$ cat src/rtl/clk_div_bank.sv
// Clock-enable divider bank: power-up hold, phase-aligned divided clocks and strobes, sync restart.
// Optional runtime ratio loading is enabled by defining DIVBANK_RATIO_LOAD_EN.
module clk_div_bank #(
   parameter int                          CHANNELS    = 3,
   parameter int                          CNT_W       = 16,
   parameter logic [CHANNELS*CNT_W-1:0]   DIVS        = {16'd10080, 16'd252, 16'd126},
   parameter int                          HOLD_CYCLES = 16
) (
   input  logic                clk,
   input  logic                reset,
   input  logic                sync_req,
   output logic                ready,
   output logic [CHANNELS-1:0] clk_out,
   output logic [CHANNELS-1:0] stb
`ifdef DIVBANK_RATIO_LOAD_EN
   ,
   input  logic                ld_en,
   input  logic [2:0]          ld_ch,
   input  logic [CNT_W-1:0]    ld_div,
   output logic                ld_ack,
   output logic                ld_err
`endif
);

   localparam int HOLD_W = (HOLD_CYCLES < 2) ? 1 : $clog2(HOLD_CYCLES);

   logic [HOLD_W-1:0] r_hold;
   logic              r_ready;
   logic              r_sync_q;
   logic              w_start;
   logic              w_restart;

   // w_start marks the edge on which ready rises; every channel begins at t=0 there
   assign w_start   = !r_ready && (r_hold == HOLD_W'(HOLD_CYCLES - 1));
   assign w_restart = w_start || (r_ready && sync_req && !r_sync_q);
   assign ready     = r_ready;

   always_ff @(posedge clk or posedge reset) begin
      if (reset) begin
         r_hold   <= '0;
         r_ready  <= 1'b0;
         r_sync_q <= 1'b0;
      end else begin
         r_sync_q <= sync_req;
         if (!r_ready) begin
            r_hold <= r_hold + 1'b1;
            if (w_start) r_ready <= 1'b1;
         end
      end
   end

`ifdef DIVBANK_RATIO_LOAD_EN
   logic r_ld_ack;
   logic r_ld_err;
   logic w_ld_ok;

   assign w_ld_ok = ld_en && r_ready && (int'(ld_ch) < CHANNELS) && (ld_div >= CNT_W'(2));
   assign ld_ack  = r_ld_ack;
   assign ld_err  = r_ld_err;

   always_ff @(posedge clk or posedge reset) begin
      if (reset) begin
         r_ld_ack <= 1'b0;
         r_ld_err <= 1'b0;
      end else begin
         r_ld_ack <= w_ld_ok;
         r_ld_err <= ld_en && !w_ld_ok;
      end
   end
`endif

   for (genvar g = 0; g < CHANNELS; g++) begin : g_ch
      localparam logic [CNT_W-1:0] P_RAW = DIVS[g*CNT_W +: CNT_W];
      localparam logic [CNT_W-1:0] P_DIV = (P_RAW < CNT_W'(2)) ? CNT_W'(2) : P_RAW;

      logic [CNT_W-1:0] r_cnt;
      logic [CNT_W-1:0] r_div;
      logic             r_stb;
      logic             r_clk;
      logic [CNT_W-1:0] w_div_nxt;
      logic [CNT_W-1:0] w_cnt_nxt;
      logic [CNT_W-1:0] w_half;
      logic             w_bound;

`ifdef DIVBANK_RATIO_LOAD_EN
      logic [CNT_W-1:0] r_pend;
      logic             r_pend_v;
      logic             w_ld_wr;

      assign w_ld_wr   = w_ld_ok && (ld_ch == 3'(g));
      assign w_div_nxt = r_pend_v ? r_pend : r_div;

      always_ff @(posedge clk or posedge reset) begin
         if (reset) begin
            r_pend   <= P_DIV;
            r_pend_v <= 1'b0;
         end else if (w_ld_wr) begin
            r_pend   <= ld_div;
            r_pend_v <= 1'b1;
         end else if (w_bound) begin
            r_pend_v <= 1'b0;
         end
      end
`else
      assign w_div_nxt = r_div;
`endif

      // a period boundary is a natural wrap or a restart; both take the pending ratio
      assign w_bound   = w_restart || (r_ready && (r_cnt == r_div - 1'b1));
      assign w_cnt_nxt = r_cnt + 1'b1;
      assign w_half    = (r_div >> 1) + {{(CNT_W-1){1'b0}}, r_div[0]};

      always_ff @(posedge clk or posedge reset) begin
         if (reset) begin
            r_cnt <= '0;
            r_div <= P_DIV;
            r_stb <= 1'b0;
            r_clk <= 1'b0;
         end else if (w_bound) begin
            r_cnt <= '0;
            r_div <= w_div_nxt;
            r_stb <= 1'b1;
            r_clk <= 1'b1;
         end else if (r_ready) begin
            r_cnt <= w_cnt_nxt;
            r_stb <= 1'b0;
            r_clk <= (w_cnt_nxt < w_half);
         end else begin
            r_cnt <= '0;
            r_stb <= 1'b0;
            r_clk <= 1'b0;
         end
      end

      assign stb[g]     = r_stb;
      assign clk_out[g] = r_clk;
   end

endmodule

$ cat config.mk
export PLATFORM = sky130hd
export DESIGN_NAME = clk_div_bank
export DESIGN_NICKNAME = d
export VERILOG_FILES = /design/src/rtl/clk_div_bank.sv
export SDC_FILE = /design/constraint.sdc
export NUM_CORES = 1
export LEC_CHECK = 0
export BUFFER_PORTS_ARGS = -buffer_cell sky130_fd_sc_hd__buf_4
export CORE_UTILIZATION = 52
export DETAILED_ROUTE_END_ITERATION = 10
export PLACE_DENSITY = 0.69
export SYNTH_ARGS = -nofsm -noshare
export SYNTH_HDL_FRONTEND = slang
export SYNTH_SLANG_ARGS = --single-unit
$ cat constraint.sdc
create_clock -name clk -period 2.46 [get_ports clk]
set_input_delay 0.492 -clock clk [delete_from_list [all_inputs] [get_ports clk]]
set_output_delay 0.492 -clock clk [all_outputs]
set_load 0.02 [all_outputs]
# Word-level counts from Yosys, hierarchy flattened
# Index checks and enable logic that the tools add are counted.
[totals]
out_inout_bits = 7
word_cells = 52
input_bits = 3
register_bits = 60
[op_classes]
n_reduce_logical = 12
eq_ne = 4
n_addsub = 4
n_mux = 17
order_cmp = 3
[ops]
columns = ["op", "n"]
rows = [
  ["16-bit two-way mux", 6],
  ["16-bit by 1-bit adder with 16-bit output, second input constant", 3],
  ["16-bit by 14-bit equality test with 1-bit output, second input constant", 1],
  ["16-bit by 7-bit equality test with 1-bit output, second input constant", 1],
  ["16-bit by 8-bit equality test with 1-bit output, second input constant", 1],
  ["16-bit by 13-bit less-than comparator with 1-bit output, second input constant", 1],
  ["16-bit by 6-bit less-than comparator with 1-bit output, second input constant", 1],
  ["16-bit by 7-bit less-than comparator with 1-bit output, second input constant", 1],
  ["1-bit two-way mux", 11],
  ["1-bit logical AND", 6],
  ["4-bit by 1-bit adder with 4-bit output, second input constant", 1],
  ["4-bit equality test, second input constant", 1],
  ["1-bit logical OR", 4],
  ["1-bit zero test", 2],
]

# Logic depth before layout (Yosys ltp)
# Gate-level depths: netlist of run 1.
[logic_depth]
ltp_word = 5
mapped_depth = 7

# Least setup slack after synthesis of run 1
# OpenSTA, ideal clock, no wires.
[synth_timing]
kind = "reg2reg"
startpoint = "register g_ch[0].r_cnt[0]"
endpoint = "register g_ch[0].r_clk"
path_buffers = 0
path_slack_ns = 0.398
setup_ns = 0.078
required_ns = 2.382
path_stages_with_launch = 7
t_arrival_ns = 1.984
synth_period_minus_slack_ns = 2.062
cell_sequence = "dfrtp_1 > ha_1 > nand2_1 > or4_1 > mux2i_1 > or4b_1 > o21bai_1"
[synth_via]
elab_chain_cells = 4
[synth_lines]
columns = ["item", "line_no", "rtl"]
rows = [
  ["start: declaration", "76", "logic [CNT_W-1:0] r_cnt;"],
  ["start signal: assignment", "125", "r_cnt <= w_cnt_nxt;"],
  ["16-bit by 1-bit adder with 16-bit output / 16-bit by 7-bit equality test with 1-bit output (equally long branches)", "110, 109", ""],
  ["16-bit by 6-bit less-than comparator with 1-bit output / 1-bit logical AND (equally long branches)", "127, 109", ""],
  ["1-bit two-way mux / 1-bit logical OR (equally long branches)", "124, 109", ""],
  ["1-bit two-way mux (*)", "119", "end else if (w_bound) begin"],
  ["end signal: assignment", "127", "r_clk <= (w_cnt_nxt < w_half);"],
  ["end: declaration", "79", "logic r_clk;"],
]
# Mark *: on every way between the ends. The rest lies on a longest branch, timed or not.
# A chain may end at the register's enable or synchronous reset.

# Worst setup path after layout of run 1
[layout_timing]
startpoint = "register g_ch[0].r_cnt[4]"
endpoint = "register g_ch[0].r_clk"
# Same word-level chain as after synthesis.

==> results of run 1 <==
## power breakdown
part	leakage, nW	total [W]	internal [W]	switching (W)
combinational	0.655	0.000266	0.000114	0.000153
clock	0.113	0.000971	0.000593	0.000378
sequential	0.797	0.00118	0.00106	0.000115
## worst max-delay path, delay by kind of cell, from the launching register on
family,cells,cell delay (ps)
AO/OA/AOI/OAI,1,130
flip-flops,1,460
multiplexers,1,150
AND/OR/NAND/NOR,3,1310
## how the worst max path moves through the flow
| stage | startpoint | end |
|---|---|---|
| 3_3_place_gp | g_ch[0].r_cnt[0]$_DFF_PP0_ | g_ch[0].r_clk$_DFF_PP0_ |
| 5_1_grt | g_ch[0].r_cnt[4]$_DFF_PP0_ | g_ch[0].r_clk$_DFF_PP0_ |
| 3_5_place_dp | g_ch[0].r_cnt[4]$_DFF_PP0_ | g_ch[0].r_clk$_DFF_PP0_ |
| 6_report | g_ch[0].r_cnt[4]$_DFF_PP0_ | g_ch[0].r_clk$_DFF_PP0_ |
| 2_1_floorplan | g_ch[0].r_cnt[0]$_DFF_PP0_ | g_ch[0].r_clk$_DFF_PP0_ |
| 4_1_cts | g_ch[0].r_cnt[4]$_DFF_PP0_ | g_ch[0].r_clk$_DFF_PP0_ |
## metrics by stage
step	total power [W]	area (um2)
floorplan	0.00139	3370
global placement	0.00145	3450
detailed placement	0.00146	3450
CTS	0.00244	3660
global route	0.00253	3660
finish	0.00241	3660
## layer usage
layer	track usage [%]	vias up	routed length, um
li1	-	1251	-
met1	28.1	1228	3100
met2	35.1	41	2890
met3	6.37	9	252
met4	7.37	0	99
met5	0	-	0
## state kept, by name, indices dropped and copies added, names as in the netlist
signal,count
r_hold,4
ready,1
g_ch.r_stb,3
r_sync_q,1
g_ch.r_clk,3
g_ch.r_cnt,48
## cell families (layout without fill, tap and decap cells)
family,count (synthesis),in the layout
xor gates and xnor gates,47,47
and+or+nand+nor,175,175
buffers and inverters,32,38
AOI/OAI and AO/OA,30,30
adders and majority gates,6,6
DFF,60,60
muxes,7,7
## area by class of cell
cell class	instances	area (um2)	share of cell area, %
multi-input combinational	265	1710	46.5
inverter	8	30.0	0.819
tap	75	93.8	2.56
timing repair buffer	14	118	3.21
clock buffer	11	141	3.86
clock inverter	5	75.1	2.05
sequential	60	1500	41.0
## cells in the final DEF (no fill, tap or decap), types with 4 or more instances in the layout
master                     count
sky130_fd_sc_hd__nand2b_1      6
sky130_fd_sc_hd__xor2_1       19
sky130_fd_sc_hd__a21oi_1       4
sky130_fd_sc_hd__nor2_1       60
sky130_fd_sc_hd__nor4_1       10
sky130_fd_sc_hd__a31oi_1       5
sky130_fd_sc_hd__ha_1          6
sky130_fd_sc_hd__clkbuf_8     10
sky130_fd_sc_hd__inv_1         7
sky130_fd_sc_hd__nand3_1      18
sky130_fd_sc_hd__nand4_1      16
sky130_fd_sc_hd__buf_4        13
sky130_fd_sc_hd__dfrtp_1      60
sky130_fd_sc_hd__and3_1        4
sky130_fd_sc_hd__nand2_1      23
sky130_fd_sc_hd__nor3_1        7
sky130_fd_sc_hd__xnor2_1      28
sky130_fd_sc_hd__and4_1        6
sky130_fd_sc_hd__mux2i_1       6
==> impl_summary.md, run 1 <==
Timing
The final worst-path cycle share is 86.1%. The minimum period implied by the final worst setup slack is 2120 ps. The remaining max-slew budget at the tightest pin is 59.9%. The final count of pins violating max slew is 0. Setup repair after global routing left no endpoint under its margin. Setup violations remaining at the end of the flow were counted as 0. For the pin with the worst max-slew slack, the measured transition is 597 ps. Across all hold checks on the routed design, the worst slack comes to 206 ps.

The hold violation total from the final report is 0. The setup slack after layout is 343 ps. The fmax is 472 MHz. Setup total negative slack on the finished layout was measured at 0 ps. On the final layout, the worst clock skew is 5.78 ps.

Clock tree
The post-CTS setup buffer count is 0. The later pin in the worst-skew pair is clocked with a latency of 330 ps. The clock tree from TritonCTS is done. The maximum count of clock buffers along a single path is 2. The clock transition at the register clock pins on the worst setup and hold paths after CTS is 70 ps. The total clock sinks is 60. The hold buffer count at cts is 0. CTS built an H-tree with a depth of 3. Once the clock tree was built, the resizer swapped 0 gates to a different size. Clock tree synthesis selected as its root buffer the cell sky130_fd_sc_hd__clkbuf_8. The total CTS buffers is 9.

Synthesis
In this run, synthesis produced a sequential element count of 60. In the synthesized netlist, the number of instances is 357. The xor and xnor fraction of the mapped netlist area is 12.2%.

Ranked by total cell area, the synthesized netlist is headed by sky130_fd_sc_hd__dfrtp_1 (45%), sky130_fd_sc_hd__xnor2_1 (7.3%), sky130_fd_sc_hd__nor2_1 (6.7%). The number of synthesis warnings is 0. Summing the areas of all fa, ha and maj instances in the mapped netlist gives 2.23% of the synthesized area. In the synthesized netlist the dominant register cell turns out to be sky130_fd_sc_hd__dfrtp_1. The cell type contributing the most total cell area after synthesis is sky130_fd_sc_hd__dfrtp_1. The post-synthesis share of cell area spent on and, or, nand and nor gates is 27.5%.

The synthesized area per cell is 9.43 um2. The mapped netlist covers 0.00337 mm2. The synthesized-area fraction occupied by ao, oa, aoi and oai cells is 6.54%.

The number of nets in the synthesized netlist is 366. The count of flip-flops with a built-in enable after synthesis is 0. The portion of synthesized area spent on multiplexers is 2.12%. Of all flip-flops after synthesis, the portion carrying an async set or reset was 100%.

In the synthesized netlist, the cells that appear most often are sky130_fd_sc_hd__dfrtp_1 (60), sky130_fd_sc_hd__nor2_1 (60), sky130_fd_sc_hd__xnor2_1 (28). After synthesis, the largest family of logic cells by area is simple AND/OR/NAND/NOR gates. The top cell type by area accounts for 44.6% of the synthesized area.

The part of the Yosys area used for sequential elements is 44.6%. The count of unique library cells instantiated by Yosys is 54.

Die
Row generation in the floorplan step produced 28 rows. Pin placement for this block handled 10 I/O pins. The area of the die is 0.00680 mm2.

The die is 82.5 um tall. The overall die width is 82.5 um. The core region is 0.00610 mm2. The initial utilization of the core area, before any placement, comes to 55.2%.

Final layout
Cells fill 60.1% of the core in the end. The layout has 539 filler cells. The area added between synthesis and finish is 8.88%.

The antenna diode count is 0. The count of non-filler cells in the finished layout is 438. The final-stage net count is 367.

Of the cells placed in the final design, the portion with a size suffix greater than 1 is 11.8%.

Drt
The detail route stage leaves a number of antenna-violating nets equal to 0. After detailed routing, the number of remaining DRC violations is 0. The per-cell via count in the routed design is 5.77. The total wire length is 6.35 mm. The first routing iteration left 173 violations. The detailed-router iteration count before antenna repair is 4.

The final routed wire length divided by cell count is 14.5 um. The overall via count from detail_route is 2,529.

Setup path
The path depth of the worst reg2reg path is 5. Of all nets on the critical path, the largest fanout is 10. STA classifies the critical path startpoint as a flip-flop. The slack of the worst reg-to-reg path is 340 ps. The kind of end point of the critical path is a flip-flop. Walking the worst path, the cells encountered are nand4_4 -> or4_1 -> mux2i_1 -> or4b_1 -> o21bai_1. Among all stages on the critical path, the largest delay is contributed by sky130_fd_sc_hd__or4_1. In this run the critical register-to-register path is launched from g_ch[0].r_cnt[4]$_DFF_PP0_. The reg-to-reg endpoint is g_ch[0].r_clk$_DFF_PP0_. Data arrives at the worst endpoint at 2380 ps. For the worst setup path, the data required time is 2720 ps. The longest individual stage delay on the worst path is 610 ps.

The worst setup path is of the reg2reg kind.

Placed design
The worst setup timing slack at the placement stage is 349 ps. The HPWL after detailed placement is 4.39 mm. The cell total after placement is 422. In this run the tool buffered the top-level ports with 9 buffer cells. The final RePlAce weighted congestion is 0.896.

Global route
The number of global-route vias before repair is 2,413. The combined global-route utilization of all metal layers is 21.8%. The wire length of the first global-routing pass is 11.0 mm.

The number of antenna violations at the first check in global routing is 0. The global-route congestion overflow total is 0. Entering global routing, the biggest net connects 61 pins.

Power
For this design the ratio of total power to cell area is 659 mW/mm2. The leakage power figure is 1.57 nW. The worst supply voltage drop on vdd is 0.362 mV.

Hold path
The path category of the worst min-delay check is in2async.

Status
The run finished with clean final reports.

Flow run
The tool flagged a number of max-cap violations equal to 0.
Note: power is estimated with default switching activity, not from simulation.
==> run 2: changes to the inputs <==
--- a/config.mk
+++ b/config.mk
@@ -6,7 +6,9 @@
 export NUM_CORES = 1
 export LEC_CHECK = 0
 export BUFFER_PORTS_ARGS = -buffer_cell sky130_fd_sc_hd__buf_4
+export CAP_MARGIN = 20
 export CORE_UTILIZATION = 52
+export CTS_BUF_LIST = sky130_fd_sc_hd__clkbuf_8 sky130_fd_sc_hd__clkbuf_16
 export DETAILED_ROUTE_END_ITERATION = 10
 export PLACE_DENSITY = 0.69
 export SYNTH_ARGS = -nofsm -noshare
==> constraint.sdc (replaced) <==
create_clock -name clk -period 2.5 [get_ports clk]
set_input_delay 0.5 -clock clk [delete_from_list [all_inputs] [get_ports clk]]
set_output_delay 0.5 -clock clk [all_outputs]
set_load 0.02 [all_outputs]
==> impl_summary.md, run 2 (synthesized netlist as in run 1, its figures left out) <==
Clock tree
The clock transition at the register clock pins on the worst setup and hold paths after CTS is 60 ps (was 70 ps). The clock tree from TritonCTS is done (unchanged). The post-CTS setup buffer count is 0 (unchanged).

The number of H-tree branching levels came to 3 (unchanged). The hold buffer count at cts came to 0 (unchanged). The maximum count of clock buffers along a single path is 2 (unchanged). The total clock sinks is 60 (unchanged). The later-pin clock latency in the skew report is 320 ps (was 330 ps). The post-cts sizing count is 0 (unchanged). The library cell used as clock root buffer is sky130_fd_sc_hd__clkbuf_8 (unchanged). The total CTS buffers is 9 (unchanged).

Setup path
The type of element launching the critical path is a flip-flop (unchanged). The endpoint arrival time on the critical path is 2480 ps (was 2380 ps). The critical path data required time is 2750 ps (was 2720 ps). The kind of end point of the critical path was a flip-flop (unchanged). The category of the most critical setup path was reg2reg (unchanged). The maximum fanout count along the critical path is 7 (was 10).

Power
The leakage power figure was 1.54 nW (was 1.57 nW). The worst supply voltage drop on vdd is 0.338 mV (was 0.362 mV). The cell area power density was 600 mW/mm2 (was 659 mW/mm2).

Final layout
The final-stage net count is 366 (was 367). The antenna diode count is 0 (unchanged). The proportion of layout cells with a drive suffix above 1 came to 11.1% (was 11.8%). The count of non-filler cells in the finished layout is 436 (was 438).

Most used cells in the layout excluding fill and tap cells: sky130_fd_sc_hd__nor2_1 (60), sky130_fd_sc_hd__dfrtp_1 (60), sky130_fd_sc_hd__xnor2_1 (28) (unchanged). The flip-flop count of the largest register, all copies and words added came to 48 (unchanged). Biggest regs: g_ch.r_cnt: 48 flops, r_hold: 4 flops (unchanged).

The area added between synthesis and finish is 6.88% (was 8.88%). The most flop-heavy register was g_ch.r_cnt (unchanged).

Drt
The per-cell via count in the routed design is 5.83 (was 5.77). The post-route antenna net violation count came to 0 (unchanged). The overall via count from detail_route is 2,544 (was 2,529). The total wire length was 6.43 mm (was 6.35 mm). The number of DRC violations after detailed routing is 0 (unchanged). The final routed wire length divided by cell count is 14.7 um (was 14.5 um). The violation count after the first detailed-route iteration is 274 (was 173). The detailed-router iteration count before antenna repair came to 4 (unchanged).

Die
The chip height is 82.5 um (unchanged). The area of the die came to 0.00680 mm2 (unchanged). The overall die width was 82.5 um (unchanged). The row count is 28 (unchanged).

The initial standard-cell utilization of the core came to 55.2% (unchanged). The area of the core is 0.00610 mm2 (unchanged). The I/O pin count came to 10 (unchanged).

Placed design
The final RePlAce weighted congestion was 0.876 (was 0.896). The cell total after placement is 421 (was 422). The number of buffer cells added on primary ports was 9 (unchanged). The half-perimeter wire length of the detailed placement result is 4.43 mm (was 4.39 mm).

Timing
The clock skew after layout is 5.17 ps (was 5.78 ps). The minimum period implied by the final worst setup slack came to 2230 ps (was 2120 ps). The remaining max-slew budget at the tightest pin is 51.2% (was 59.9%). The final count of pins violating max slew was 0 (unchanged).

The total negative setup slack is 0 ps (unchanged). The count of final setup violators is 0 (unchanged). The hold violation total from the final report is 0 (unchanged). Unrepaired setup endpoints after global routing: no (unchanged).

The transition at the pin with the smallest max-transition slack is 731 ps (was 597 ps). The fmax was 448 MHz (was 472 MHz). The final worst-path cycle share is 89.3% (was 86.1%).

Global route
The wire length of the first global-routing pass is 11.0 mm (about the same). The number of antenna violations at the first check in global routing was 0 (unchanged). The combined global-route utilization of all metal layers is 21.6% (was 21.8%).

The global-route congestion overflow total was 0 (unchanged). The number of global-route vias before repair was 2,403 (was 2,413). The pin count of the biggest net entering global routing is 61 (unchanged).

Hold path
The path category of the worst min-delay check is in2reg (was in2async).

Flow run
The max-cap violation count was 0 (unchanged).

Status
Run status: complete, no violations (unchanged).
==> run 2: per-stage QoR <==
step           hold slack, ps  utilization, %  setup WS [ps]  area [um2]  total power (W)
6_report                  291            59.0            268        3600          0.00216
2_1_floorplan             446               -            438        3370          0.00136
3_3_place_gp              461            56.2            333        3430          0.00142
5_1_grt                   274            59.0            128        3600          0.00227
3_5_place_dp              466            56.2            261        3430          0.00143
4_1_cts                   275            59.0            266        3600          0.00219
==> run 2: final timing paths <==
path | start | to | slack [ps] | depth (start not counted)
hold reg to reg | r_hold[3]$_DFFE_PP0N_ | r_hold[3]$_DFFE_PP0N_ | 480 | 1
setup reg to reg | g_ch[0].r_cnt[0]$_DFF_PP0_ | g_ch[0].r_clk$_DFF_PP0_ | 270 | 6
setup / recovery | g_ch[0].r_cnt[0]$_DFF_PP0_ | g_ch[0].r_clk$_DFF_PP0_ | 270 | 6
min in group asynchronous | reset | g_ch[0].r_stb$_DFF_PP0_ | 390 | 3
hold / removal | sync_req | r_sync_q$_DFF_PP0_ | 290 | 1
max in group asynchronous | reset | g_ch[2].r_cnt[13]$_DFF_PP0_ | 1630 | 3
==> run 2: cell type report <==
class / count / area [um2]
tap: 75 / 93.8
inverter: 8 / 30.0
fill: 542 / 2500
timing repair buffer: 13 / 97.6
multi-input combinational: 265 / 1710
clock buffer: 11 / 151
clock inverter: 4 / 17.5
sequential: 60 / 1500
==> run 2: critical path, stage by stage (launching register included) <==
cell                       delay (ps)
sky130_fd_sc_hd__dfrtp_1          410
sky130_fd_sc_hd__ha_1             230
sky130_fd_sc_hd__nand2_1          180
sky130_fd_sc_hd__or4_1            570
sky130_fd_sc_hd__mux2i_1          150
sky130_fd_sc_hd__or4b_1           490
sky130_fd_sc_hd__o21bai_1         120
==> run 2: per-layer routing <==
| metal | GRT usage [%] | wire (um) | vias up | share of wire [%] |
|---|---|---|---|---|
| li1 | - | - | 1239 | - |
| met1 | 29.7 | 3170 | 1237 | 49 |
| met3 | 3.96 | 227 | 8 | 3.5 |
| met5 | 0 | 0 | - | 0 |
| met2 | 33.1 | 2940 | 60 | 46 |
| met4 | 10.0 | 87 | 0 | 1.4 |
==> run 2: where the power goes <==
part | internal, W | switching (W) | total, W
sequential | 0.00104 | 0.000115 | 0.00116
combinational | 0.000107 | 0.000146 | 0.000252
clock | 0.000398 | 0.000348 | 0.000745
total | 0.00155 | 0.000609 | 0.00216
